$ cat config.mk
export PLATFORM = sky130hd
export DESIGN_NAME = lcd_responder
export DESIGN_NICKNAME = d
export VERILOG_FILES = /design/src/rtl/lcd_responder.sv
export SDC_FILE = /design/constraint.sdc
export NUM_CORES = 1
export LEC_CHECK = 0
export CAP_MARGIN = 20
export CORE_UTILIZATION = 40
export DETAILED_ROUTE_END_ITERATION = 16
export GPL_ROUTABILITY_DRIVEN = 0
export GPL_TIMING_DRIVEN = 0
export PLACE_DENSITY = 0.61
export SYNTH_ARGS = -nofsm -noshare
export SYNTH_HDL_FRONTEND = slang
export SYNTH_SLANG_ARGS = --single-unit
$ cat constraint.sdc
create_clock -name clk_1ms -period 8.6 [get_ports clk_1ms]
set_clock_uncertainty 0.1 [all_clocks]
set_input_delay 0.86 -clock clk_1ms [delete_from_list [all_inputs] [get_ports clk_1ms]]
set_output_delay 0.86 -clock clk_1ms [all_outputs]
set_load 0.02 [all_outputs]
$ cat src/rtl/lcd_responder.sv
// HD44780-compatible bus responder: decodes E-strobed instruction/data writes into a
// 2x16 DDRAM with address counter and busy timing, and answers status/data reads.
module lcd_responder #(
  parameter int BUSY_CYCLES  = 2,
  parameter int CLEAR_CYCLES = 4
) (
  input  logic       clk_1ms,
  input  logic       reset,
  input  logic       E_in,
  input  logic       RW_in,
  input  logic       RS_in,
  input  logic [7:0] DB_in,
  output logic [7:0] DB_out,
  output logic       DB_oe,
  output logic       busy,
  output logic       disp_on,
  output logic       cursor_on,
  output logic       blink_on,
  output logic       cmd_err,
  input  logic [4:0] rd_idx,
  output logic [7:0] rd_data
);

  localparam int MAX_CYCLES = (BUSY_CYCLES > CLEAR_CYCLES) ? BUSY_CYCLES : CLEAR_CYCLES;
  localparam int CW         = $clog2(MAX_CYCLES + 1);
  localparam logic [CW-1:0] BUSY_LOAD  = CW'(BUSY_CYCLES);
  localparam logic [CW-1:0] CLEAR_LOAD = CW'(CLEAR_CYCLES);
  localparam logic [7:0]    BLANK      = 8'h20;

  logic          e_q, e_d;
  logic [7:0]    ddram_q [32];
  logic [7:0]    ddram_d [32];
  logic [4:0]    ac_q, ac_d;
  logic          id_q, id_d;
  logic          disp_q, disp_d;
  logic          cursor_q, cursor_d;
  logic          blink_q, blink_d;
  logic [CW-1:0] cnt_q, cnt_d;
  logic          oe_q, oe_d;
  logic [7:0]    dout_q, dout_d;
  logic          err_q, err_d;

  logic       strobe;
  logic       busy_now;
  logic [6:0] ac_ext;

  // The 5-bit index wraps naturally: 0x0F -> 0x40 and 0x4F -> 0x00 going up,
  // and the reverse going down, match plain modulo-32 arithmetic on {line, col}.
  function automatic logic [4:0] ac_step(input logic [4:0] idx, input logic inc);
    return inc ? idx + 5'd1 : idx - 5'd1;
  endfunction

  assign strobe   = e_q & ~E_in;
  assign busy_now = (cnt_q != '0);
  assign ac_ext   = {ac_q[4], 2'b00, ac_q[3:0]};

  always_comb begin
    // NOTE: every _d gets its hold value first so no branch can leave one unassigned (no latches).
    e_d      = E_in;
    ddram_d  = ddram_q;
    ac_d     = ac_q;
    id_d     = id_q;
    disp_d   = disp_q;
    cursor_d = cursor_q;
    blink_d  = blink_q;
    cnt_d    = busy_now ? cnt_q - 1'b1 : cnt_q;
    err_d    = 1'b0;

    oe_d   = E_in & RW_in;
    dout_d = 8'h00;
    if (oe_d) dout_d = RS_in ? ddram_q[ac_q] : {busy_now, ac_ext};

    if (strobe) begin
      if (!RW_in) begin
        if (busy_now) begin
          err_d = 1'b1;
        end else if (RS_in) begin
          ddram_d[ac_q] = DB_in;
          ac_d          = ac_step(ac_q, id_q);
          cnt_d         = BUSY_LOAD;
        end else begin
          // Decode by the highest set bit of the instruction byte.
          casez (DB_in)
            8'b1???????: begin
              ac_d  = {DB_in[6], DB_in[3:0]};
              cnt_d = BUSY_LOAD;
            end
            8'b01??????, 8'b001?????, 8'b0001????: cnt_d = BUSY_LOAD;
            8'b00001???: begin
              disp_d   = DB_in[2];
              cursor_d = DB_in[1];
              blink_d  = DB_in[0];
              cnt_d    = BUSY_LOAD;
            end
            8'b000001??: begin
              id_d  = DB_in[1];
              cnt_d = BUSY_LOAD;
            end
            8'b0000001?: begin
              ac_d  = 5'd0;
              cnt_d = BUSY_LOAD;
            end
            8'b00000001: begin
              for (int i = 0; i < 32; i++) ddram_d[i] = BLANK;
              ac_d  = 5'd0;
              id_d  = 1'b1;
              cnt_d = CLEAR_LOAD;
            end
            default: ;
          endcase
        end
      end else if (RS_in && !busy_now) begin
        ac_d  = ac_step(ac_q, id_q);
        cnt_d = BUSY_LOAD;
      end
    end
  end

  always_ff @(posedge clk_1ms or posedge reset) begin
    if (reset) begin
      e_q      <= 1'b0;
      // NOTE: DDRAM is a flop array (needed for one-cycle clear), so it is reset like any register.
      for (int i = 0; i < 32; i++) ddram_q[i] <= BLANK;
      ac_q     <= 5'd0;
      id_q     <= 1'b1;
      disp_q   <= 1'b0;
      cursor_q <= 1'b0;
      blink_q  <= 1'b0;
      cnt_q    <= '0;
      oe_q     <= 1'b0;
      dout_q   <= 8'h00;
      err_q    <= 1'b0;
    end else begin
      // NOTE: state updates use non-blocking assignments so all flops see pre-edge values.
      e_q      <= e_d;
      ddram_q  <= ddram_d;
      ac_q     <= ac_d;
      id_q     <= id_d;
      disp_q   <= disp_d;
      cursor_q <= cursor_d;
      blink_q  <= blink_d;
      cnt_q    <= cnt_d;
      oe_q     <= oe_d;
      dout_q   <= dout_d;
      err_q    <= err_d;
    end
  end

  assign DB_out    = dout_q;
  assign DB_oe     = oe_q;
  assign busy      = busy_now;
  assign disp_on   = disp_q;
  assign cursor_on = cursor_q;
  assign blink_on  = blink_q;
  assign cmd_err   = err_q;
  assign rd_data   = ddram_q[rd_idx];

endmodule

==> out/results.tsv, run 1 <==
stage	metric	value	unit
status	status	complete, no violations	
die	die_x	195.1	µm
route	via_count	12210	
run	maxCapViolCount	0	
synthesis	yosys-top-cells-area	dfrtp_1, mux4_2, a22o_1	
die	initial_core_util	0.4065	
layout	fin_util	0.4631	
layout	final_cell_mix	dfrtp_1, a22o_1, mux4_2	
route	drcViolationCount	0	
synthesis	syn_avg_cell_area	13.02	µm²
sta	finalHoldViolCount	0	
power	p_comb_frac	0.313	
worst_setup_path	cpPeakStageDelay	0.79	ns
synthesis	synth_top_cell_area_share	0.4126	
sta	max_freq	169.2	MHz
clock_network	cts_buffers	31	
route	avgViaCountPerCell	7.139	
synthesis	synth_top_flop_cell	dfrtp_1	
layout	area_growth	13.90	%
clock_network	clock_latency	0.59	ns
clock_network	htree_levels	1	
die	fp-row-count	70	
place	hpwl	40.92	mm
global_route	grt_max_degree	133	
power	internal_power	2706	µW
synthesis	synth_seq_cells	279	
layout	nets	1239	
clock_network	path_clk_slew	0.06	ns
synthesis	synthCells	1146	
synthesis	synth_warnings	0	
place	portBuffers	28	
global_route	gr-total-overflow	0	
clock_network	cts_root_buffer	clkbuf_16	
power	clockPowerShare	0.332	
clock_network	cts_resized	0	
synthesis	synth_edf_count	0	
power	p_sw	1520	µW
clock_network	tritoncts	built	
layout	multi_input_area	7401	µm²
sta	setup_viol	0	
place	pre_cts_ws	2.748	ns
layout	layout_commonest_cell	dfrtp_1	
sta	maxSlewViolCount	0	
worst_setup_path	cp_common_cell	clkbuf_1	
synthesis	synthArstFlopShare	1.000	
route	ant_nets	0	
die	dieArea	38070	µm²
sta	tightest_slew	1.228	ns
worst_setup_path	critical_path.slowest_cell	clkbuf_1	
route	wire_per_inst	34.03	µm
sta	period_share	0.6874	
route	top_layer	met5	
worst_setup_path	critical_path.max_fanout	10	
sta	rsz0062_at_grt	false	
worst_setup_path	arrival	4.95	ns
worst_setup_path	end_kind	output port	
layout	drive_gt1_frac	0.2276	
global_route	grt_pass1_wl	85.37	mm
synthesis	yosysTopAreaCell	dfrtp_1	
power	powerDensity	248.7	nW/µm²
clock_network	cts_hold_buf	0	
sta	worst_slack	2.689	ns
synthesis	yosys.cell_types.count	55	
worst_setup_path	path_class	in2out	
die	die_h	195.1	µm
power	vdd_drop_max	0.1647	mV
hold_path	holdCritPathClass	reg2reg	
route	wl_met2	24.63	mm
route	dr.pass1.iters	6	
synthesis	syn_nets	1170	
sta	period_needed	5.911	ns
power	p_sw_frac	0.3598	
worst_setup_path	required	7.64	ns
die	io_pins	40	
layout	nFillCells	3253	
worst_setup_path	crit_chain	clkbuf_1, clkbuf_1, clkbuf_1, mux4_2, mux4_2, mux2_2, clkdlybuf4s50_1	
power	static-leakage-power	0.007057	µW
global_route	antenna_found_initial	5	
die	core_area	36700	µm²
route	initialDrtViolationCount	1845	
power	share_seq_of_total_power	0.355	
clock_network	cts_buffer_depth	3	
synthesis	synth.cell_area	14920	µm²
clock_network	post-cts-setup-buffers	0	
route	wl_met1	21.52	mm
worst_setup_path	reg2reg_slack	3.64	ns
global_route	grt_use_total	0.3110	
worst_setup_path	startpoint_type	input port	
global_route	first_global_vias	11920	
route	wl_met3	7.935	mm
synthesis	ys_seq_area_frac	0.4707	
sta	relSlewSlack	0.1815	
route	drt-total-wl	58.20	mm
layout	seqCellArea	7023	µm²
clock_network	cts.sinks	279	
==> critical path, delay by kind of cell <==
| family | cells | cell delay [ns] |
|---|---|---|
| buf+inv | 4 | 2.63 |
| mux | 3 | 1.43 |
==> state kept, by name, indices dropped and copies added (netlist names) <==
name and count:
ddram_q 256, DB_out 8, ac_q 5, cnt_q 3, DB_oe 1, blink_on 1
cmd_err 1, cursor_on 1, disp_on 1, e_q 1, id_q 1
==> synth_stat cells, types with 3 or more instances <==
cell	number
buf_2	8
mux2_2	12
clkbuf_1	77
nand2_2	10
mux4_2	143
a31oi_1	4
o21ai_2	10
or3_1	6
nor3_1	5
nand2b_1	3
a22oi_1	19
a221oi_1	3
a2111oi_0	3
nor2_1	53
ha_1	5
and2_0	3
a21oi_1	55
mux2i_1	17
nor2b_1	4
nand3_1	14
a22o_1	224
nand2_1	47
o21ai_0	67
buf_1	15
nand4_1	3
and3_1	4
inv_1	20
dfrtp_1	246
dfstp_2	33
==> area by class of cell <==
type | count | share of cell area
clock inverter | 10 | 0.008393
timing repair buffer | 36 | 0.02444
inverter | 22 | 0.005301
clock buffer | 47 | 0.05389
multi-input combinational | 742 | 0.4355
buffer | 103 | 0.02430
sequential | 279 | 0.4133
antenna | 3 | 0.0004418
tap | 468 | 0.03446
==> power groups by stage <==
stage / sequential (µW) / clock (µW) / combinational [µW]
2_1_floorplan: 1490 / 0 / 790
3_3_place_gp: 1510 / 0 / 1240
3_5_place_dp: 1520 / 0 / 1260
4_1_cts: 1500 / 1400 / 1260
5_1_grt: 1510 / 1450 / 1350
6_report: 1500 / 1400 / 1320
==> worst paths after layout <==
path | start | cells past startpoint | to
max | rd_idx[1] | 7 | rd_data[1]
min | ddram_q[149] | 2 | ddram_q[149]
max reg2reg | ac_q[1] | 10 | DB_out[7]
min reg2reg | ddram_q[149] | 2 | ddram_q[149]
max in group asynchronous | reset | 4 | ddram_q[120]
min in group asynchronous | reset | 2 | e_q
==> metrics by stage <==
step	instance area [µm²]	hold slack, ns	instances	total power (µW)	setup TNS, ns
2_1_floorplan	14920	0.3662	1146	2283	0
3_3_place_gp	15790	0.3722	1642	2753	-910.66
3_5_place_dp	15880	0.3821	1647	2773	0
4_1_cts	16940	0.3920	1704	4159	0
5_1_grt	16990	0.4124	1707	4315	0
6_report	16990	0.3904	1710	4226	0
==> cell families after synthesis <==
group	Yosys count	synth area share
AND/OR/NAND/NOR	159	0.04956
XOR/XNOR	4	0.002349
flip-flops	279	0.4707
AO/OA/AOI/OAI	401	0.2023
buffers and inverters	125	0.03321
adder cells (fa/ha/maj)	6	0.005535
multiplexers	172	0.2363
==> metal layers <==
layer | vias to the layer above | GRT usage
met3 | 243 | 0.1012
met4 | 6 | 0.1802
li1 | 4715 | -
met5 | - | 0
met2 | 979 | 0.4434
met1 | 6264 | 0.4156
No activity file was read; power rests on OpenSTA's default activity.
==> inputs of run 2 (changes only) <==
--- a/config.mk
+++ b/config.mk
@@ -10,7 +10,7 @@
 export DETAILED_ROUTE_END_ITERATION = 16
 export GPL_ROUTABILITY_DRIVEN = 0
 export GPL_TIMING_DRIVEN = 0
-export PLACE_DENSITY = 0.61
+export PLACE_DENSITY = 0.59
 export SYNTH_ARGS = -nofsm -noshare
 export SYNTH_HDL_FRONTEND = slang
 export SYNTH_SLANG_ARGS = --single-unit
==> constraint.sdc (replaced) <==
create_clock -name clk_1ms -period 5.6 [get_ports clk_1ms]
set_clock_uncertainty 0.1 [all_clocks]
set_input_delay 0.56 -clock clk_1ms [delete_from_list [all_inputs] [get_ports clk_1ms]]
set_output_delay 0.56 -clock clk_1ms [all_outputs]
set_load 0.02 [all_outputs]
==> out/results.tsv, run 2 (synthesized netlist as in run 1, its figures left out) <==
stage	metric	value	unit
layout	final_cell_mix	dfrtp_1, a22o_1, mux4_2	
layout	largest_register	ddram_q	
die	dieArea	38070	µm²
route	drcViolationCount	0	
status	status	complete, no violations	
place	hpwl	41.58	mm
route	drt-total-wl	57.88	mm
die	die_h	195.1	µm
layout	seqCellArea	7023	µm²
worst_setup_path	critical_path.max_fanout	10	
global_route	grt_max_degree	43	
worst_setup_path	end_kind	output port	
power	static-leakage-power	0.007140	µW
layout	drive_gt1_frac	0.2322	
clock_network	cts_buffers	34	
layout	nets	1247	
die	initial_core_util	0.4065	
die	die_x	195.1	µm
global_route	grt_pass1_wl	84.27	mm
clock_network	cts_root_buffer	clkbuf_16	
place	portBuffers	28	
sta	relSlewSlack	0.1314	
layout	largest_reg_flops	256	
global_route	first_global_vias	11740	
route	initialDrtViolationCount	1857	
global_route	grt_use_total	0.3094	
worst_setup_path	startpoint_type	input port	
sta	setup-tns-final	0	ns
die	io_pins	40	
run	maxCapViolCount	0	
route	ant_nets	0	
layout	layout_commonest_cell	dfrtp_1	
layout	multi_input_area	7401	µm²
clock_network	cts_hold_buf	0	
layout	fin_util	0.4675	
sta	setup_viol	0	
global_route	gr-total-overflow	0	
clock_network	cts_buffer_depth	3	
clock_network	htree_levels	2	
clock_network	cts_resized	0	
die	core_area	36700	µm²
sta	period_share	0.9446	
place	dpl_cell_area	15960	µm²
sta	period_needed	5.290	ns
sta	maxSlewViolCount	0	
die	fp-row-count	70	
clock_network	path_clk_slew	0.05	ns
route	avgViaCountPerCell	7.065	
clock_network	cts.sinks	279	
sta	tightest_slew	1.303	ns
route	via_count	12140	
clock_network	post-cts-setup-buffers	0	
route	dr.pass1.iters	7	
worst_setup_path	required	4.94	ns
clock_network	tritoncts	built	
sta	max_freq	189.0	MHz
layout	nFillCells	3291	
worst_setup_path	path_class	in2out	
power	powerDensity	384.1	nW/µm²
layout	stdcell_area	17160	µm²
layout	area_growth	14.99	%
power	vdd_drop_max	0.2442	mV
global_route	antenna_found_initial	2	
hold_path	holdCritPathClass	in2async	
clock_network	clock_latency	0.53	ns
sta	rsz0062_at_grt	false	
sta	finalHoldViolCount	0	
route	wire_per_inst	33.69	µm
worst_setup_path	arrival	4.63	ns
==> run 2: final timing paths <==
| check | startpoint | endpoint | slack (ns) | cells past startpoint |
|---|---|---|---|---|
| worst max-delay path | rd_idx[1] | rd_data[3] | 0.31 | 7 |
| worst min-delay path | reset | cmd_err | 0.28 | 2 |
| worst max register to register | ac_q[1] | DB_out[7] | 0.70 | 10 |
| worst min register to register | cursor_on | cursor_on | 0.38 | 2 |
| max in group asynchronous | reset | ddram_q[53] | 3.97 | 5 |
| min in group clk_1ms | cursor_on | cursor_on | 0.38 | 2 |
==> run 2: worst max-delay path, cell delays in order <==
cell and delay (ns):
clkbuf_1 0.71, clkbuf_1 0.61, clkbuf_1 0.82, mux4_2 0.47, mux4_2 0.54, mux2_2 0.33, clkdlybuf4s50_1 0.55
==> run 2: metal layers <==
| metal | GRT usage | vias up | part of all wire |
|---|---|---|---|
| li1 | - | 4740 | - |
| met1 | 0.4297 | 6280 | 0.38 |
| met2 | 0.4324 | 910 | 0.42 |
| met3 | 0.1086 | 206 | 0.14 |
| met4 | 0.1449 | 2 | 0.055 |
| met5 | 0 | - | 0.00022 |
==> run 2: area by class of cell <==
class                   count  area share
well taps                 468     0.03413
plain buffers             103     0.02407
clock buffers              53     0.06097
repair buffers             41     0.02895
multi-input cells         742      0.4314
inverters                  22    0.005032
diodes                      1   0.0001459
flip-flops and latches    279      0.4094
clock inverters             9    0.005908
==> run 2: power breakdown <==
group	switching [µW]	internal (µW)	total (µW)
logic	1290	720	2010
clock network	893	1380	2270
registers	136	2170	2310
==> run 2: per-stage QoR <==
step	hold WS (ns)	setup slack (ns)	cells	total power [µW]
2_1_floorplan	0.3662	1.274	1146	3507
3_3_place_gp	0.3699	-0.8870	1642	4208
3_5_place_dp	0.3793	0.4763	1652	4252
4_1_cts	0.2854	0.4736	1714	6513
5_1_grt	0.3242	0.2582	1717	6750
6_report	0.2825	0.3101	1718	6590
==> inputs of run 3 (changes only) <==
--- a/config.mk
+++ b/config.mk
@@ -6,11 +6,14 @@
 export NUM_CORES = 1
 export LEC_CHECK = 0
 export CAP_MARGIN = 20
+export CORE_MARGIN = 4
 export CORE_UTILIZATION = 40
 export DETAILED_ROUTE_END_ITERATION = 16
 export GPL_ROUTABILITY_DRIVEN = 0
 export GPL_TIMING_DRIVEN = 0
 export PLACE_DENSITY = 0.59
+export SETUP_SLACK_MARGIN = 0.15
+export SLEW_MARGIN = 30
 export SYNTH_ARGS = -nofsm -noshare
 export SYNTH_HDL_FRONTEND = slang
 export SYNTH_SLANG_ARGS = --single-unit
==> out/results.tsv, run 3 (synthesized netlist as in run 1, its figures left out) <==
stage	metric	value	unit
layout	largest_register	ddram_q	
layout	stdcell_area	17080	µm²
die	dieArea	40450	µm²
route	drcViolationCount	0	
place	portBuffers	28	
route	dr.pass1.iters	6	
worst_setup_path	critical_path.max_fanout	10	
place	hpwl	41.61	mm
worst_setup_path	end_kind	output port	
sta	finalHoldViolCount	0	
layout	layout_commonest_cell	dfrtp_1	
worst_setup_path	reg2reg_slack	1.65	ns
worst_setup_path	reg2reg_to	DB_out[7]	
sta	max_freq	190.4	MHz
place	pre_cts_ws	0.3812	ns
die	fp-row-count	70	
sta	tightest_slew	1.042	ns
status	status	complete, no violations	
route	wl_met3	7.154	mm
layout	largest_reg_flops	256	
clock_network	post-cts-setup-buffers	0	
power	static-leakage-power	0.007109	µW
sta	maxSlewViolCount	0	
place	dpl_cell_area	16090	µm²
clock_network	cts_resized	0	
die	die_h	201.1	µm
worst_setup_path	r2r_cells	9	
die	io_pins	40	
worst_setup_path	crit_chain	clkbuf_1, clkbuf_1, clkbuf_1, mux4_2, mux4_2, mux2_2, clkdlybuf4s50_1	
clock_network	cts_buffers	31	
sta	worst_slack	0.3467	ns
route	via_count	12060	
route	wl_met2	24.74	mm
layout	diodes	0	
layout	drive_gt1_frac	0.2395	
clock_network	cts_hold_buf	0	
worst_setup_path	critical_path.slowest_cell	clkbuf_1	
clock_network	cts_root_buffer	clkbuf_16	
sta	period_share	0.9381	
worst_setup_path	cpPeakStageDelay	0.84	ns
route	ant_nets	0	
die	initial_core_util	0.4065	
worst_setup_path	startpoint_type	input port	
clock_network	tritoncts	built	
global_route	gr-total-overflow	0	
clock_network	cts_buffer_depth	3	
run	maxCapViolCount	0	
global_route	grt_use_total	0.2802	
global_route	grt_pass1_wl	84.06	mm
route	wl_met1	22.42	mm
clock_network	clock_latency	0.60	ns
die	die_x	201.1	µm
worst_setup_path	crit_family	buffers and inverters	
worst_setup_path	required	4.94	ns
sta	setup_viol	0	
power	powerDensity	370.6	nW/µm²
layout	nets	1243	
worst_setup_path	path_class	in2out	
layout	final_cell_mix	dfrtp_1, a22o_1, mux4_2	
route	wire_per_inst	33.62	µm
global_route	grt_max_degree	30	
route	initialDrtViolationCount	1802	
sta	relSlewSlack	0.3057	
route	drt-total-wl	57.56	mm
worst_setup_path	crit_buf_inv	4	
worst_setup_path	r2r_start	ac_q[1]	
global_route	antenna_found_initial	2	
global_route	first_global_vias	11820	
route	avgViaCountPerCell	7.044	
clock_network	path_clk_slew	0.06	ns
clock_network	cts.sinks	279	
worst_setup_path	cp_common_cell	clkbuf_1	
layout	fin_util	0.4655	
clock_network	htree_levels	1	
layout	area_growth	14.51	%
worst_setup_path	arrival	4.59	ns
die	core_area	36700	µm²
sta	rsz0062_at_grt	false	
route	top_layer	met5	
power	vdd_drop_max	0.2595	mV
sta	period_needed	5.253	ns
hold_path	holdCritPathClass	in2async	
run 3: metrics by stage:
| stage | TNS [ns] | power [µW] | cells | hold WS [ns] |
|---|---|---|---|---|
| global placement | -215.15 | 4203 | 1642 | 0.3695 |
| finish | 0 | 6331 | 1712 | 0.2434 |
| CTS | 0 | 6272 | 1712 | 0.2451 |
| detailed placement | 0 | 4242 | 1654 | 0.3800 |
| global route | 0 | 6504 | 1712 | 0.2739 |
| floorplan | 0 | 3507 | 1146 | 0.3662 |
run 3: report_power, final:
group / internal [µW] / switching, µW / leakage (µW)
registers: 2170 / 135 / 0.00370
clock network: 1170 / 873 / 0.000474
logic: 713 / 1270 / 0.00294
run 3: routing by layer:
layer / vias to the layer above / track usage
met4: 4 / 0.1202
met5: - / 0
met3: 187 / 0.08703
met2: 856 / 0.4074
met1: 6285 / 0.3914
li1: 4728 / -
run 3: worst max-delay path by stage:
stage / cells past startpoint / start / end / slack, ns
after floorplan: 1 / reset / DB_oe / 1.27
after global placement: 2 / reset / ddram_q[35] / -0.91
after detailed placement: 7 / rd_idx[1] / rd_data[1] / 0.38
after CTS: 7 / rd_idx[1] / rd_data[1] / 0.39
after global routing: 7 / rd_idx[1] / rd_data[1] / 0.30
final: 7 / rd_idx[1] / rd_data[6] / 0.35
run 3: worst reg2reg max path, cell delays in order, from the launching register on:
cell	delay, ns
dfrtp_1	0.44
clkbuf_2	0.47
clkbuf_2	0.58
clkbuf_2	0.58
buf_2	0.43
mux4_2	0.40
a22oi_1	0.21
nand2_1	0.08
a21oi_1	0.40
nor2_1	0.13
run 3: cell type report:
| cell class | count | area, µm² |
|---|---|---|
| Sequential cell | 279 | 7023 |
| Multi-Input combinational cell | 742 | 7406 |
| Buffer | 103 | 430.4 |
| Tap cell | 468 | 585.6 |
| Timing Repair Buffer | 40 | 558.0 |
| Clock inverter | 12 | 122.6 |
| Inverter | 22 | 86.33 |
| Fill cell | 3291 | 19610 |
| Clock buffer | 46 | 872.1 |
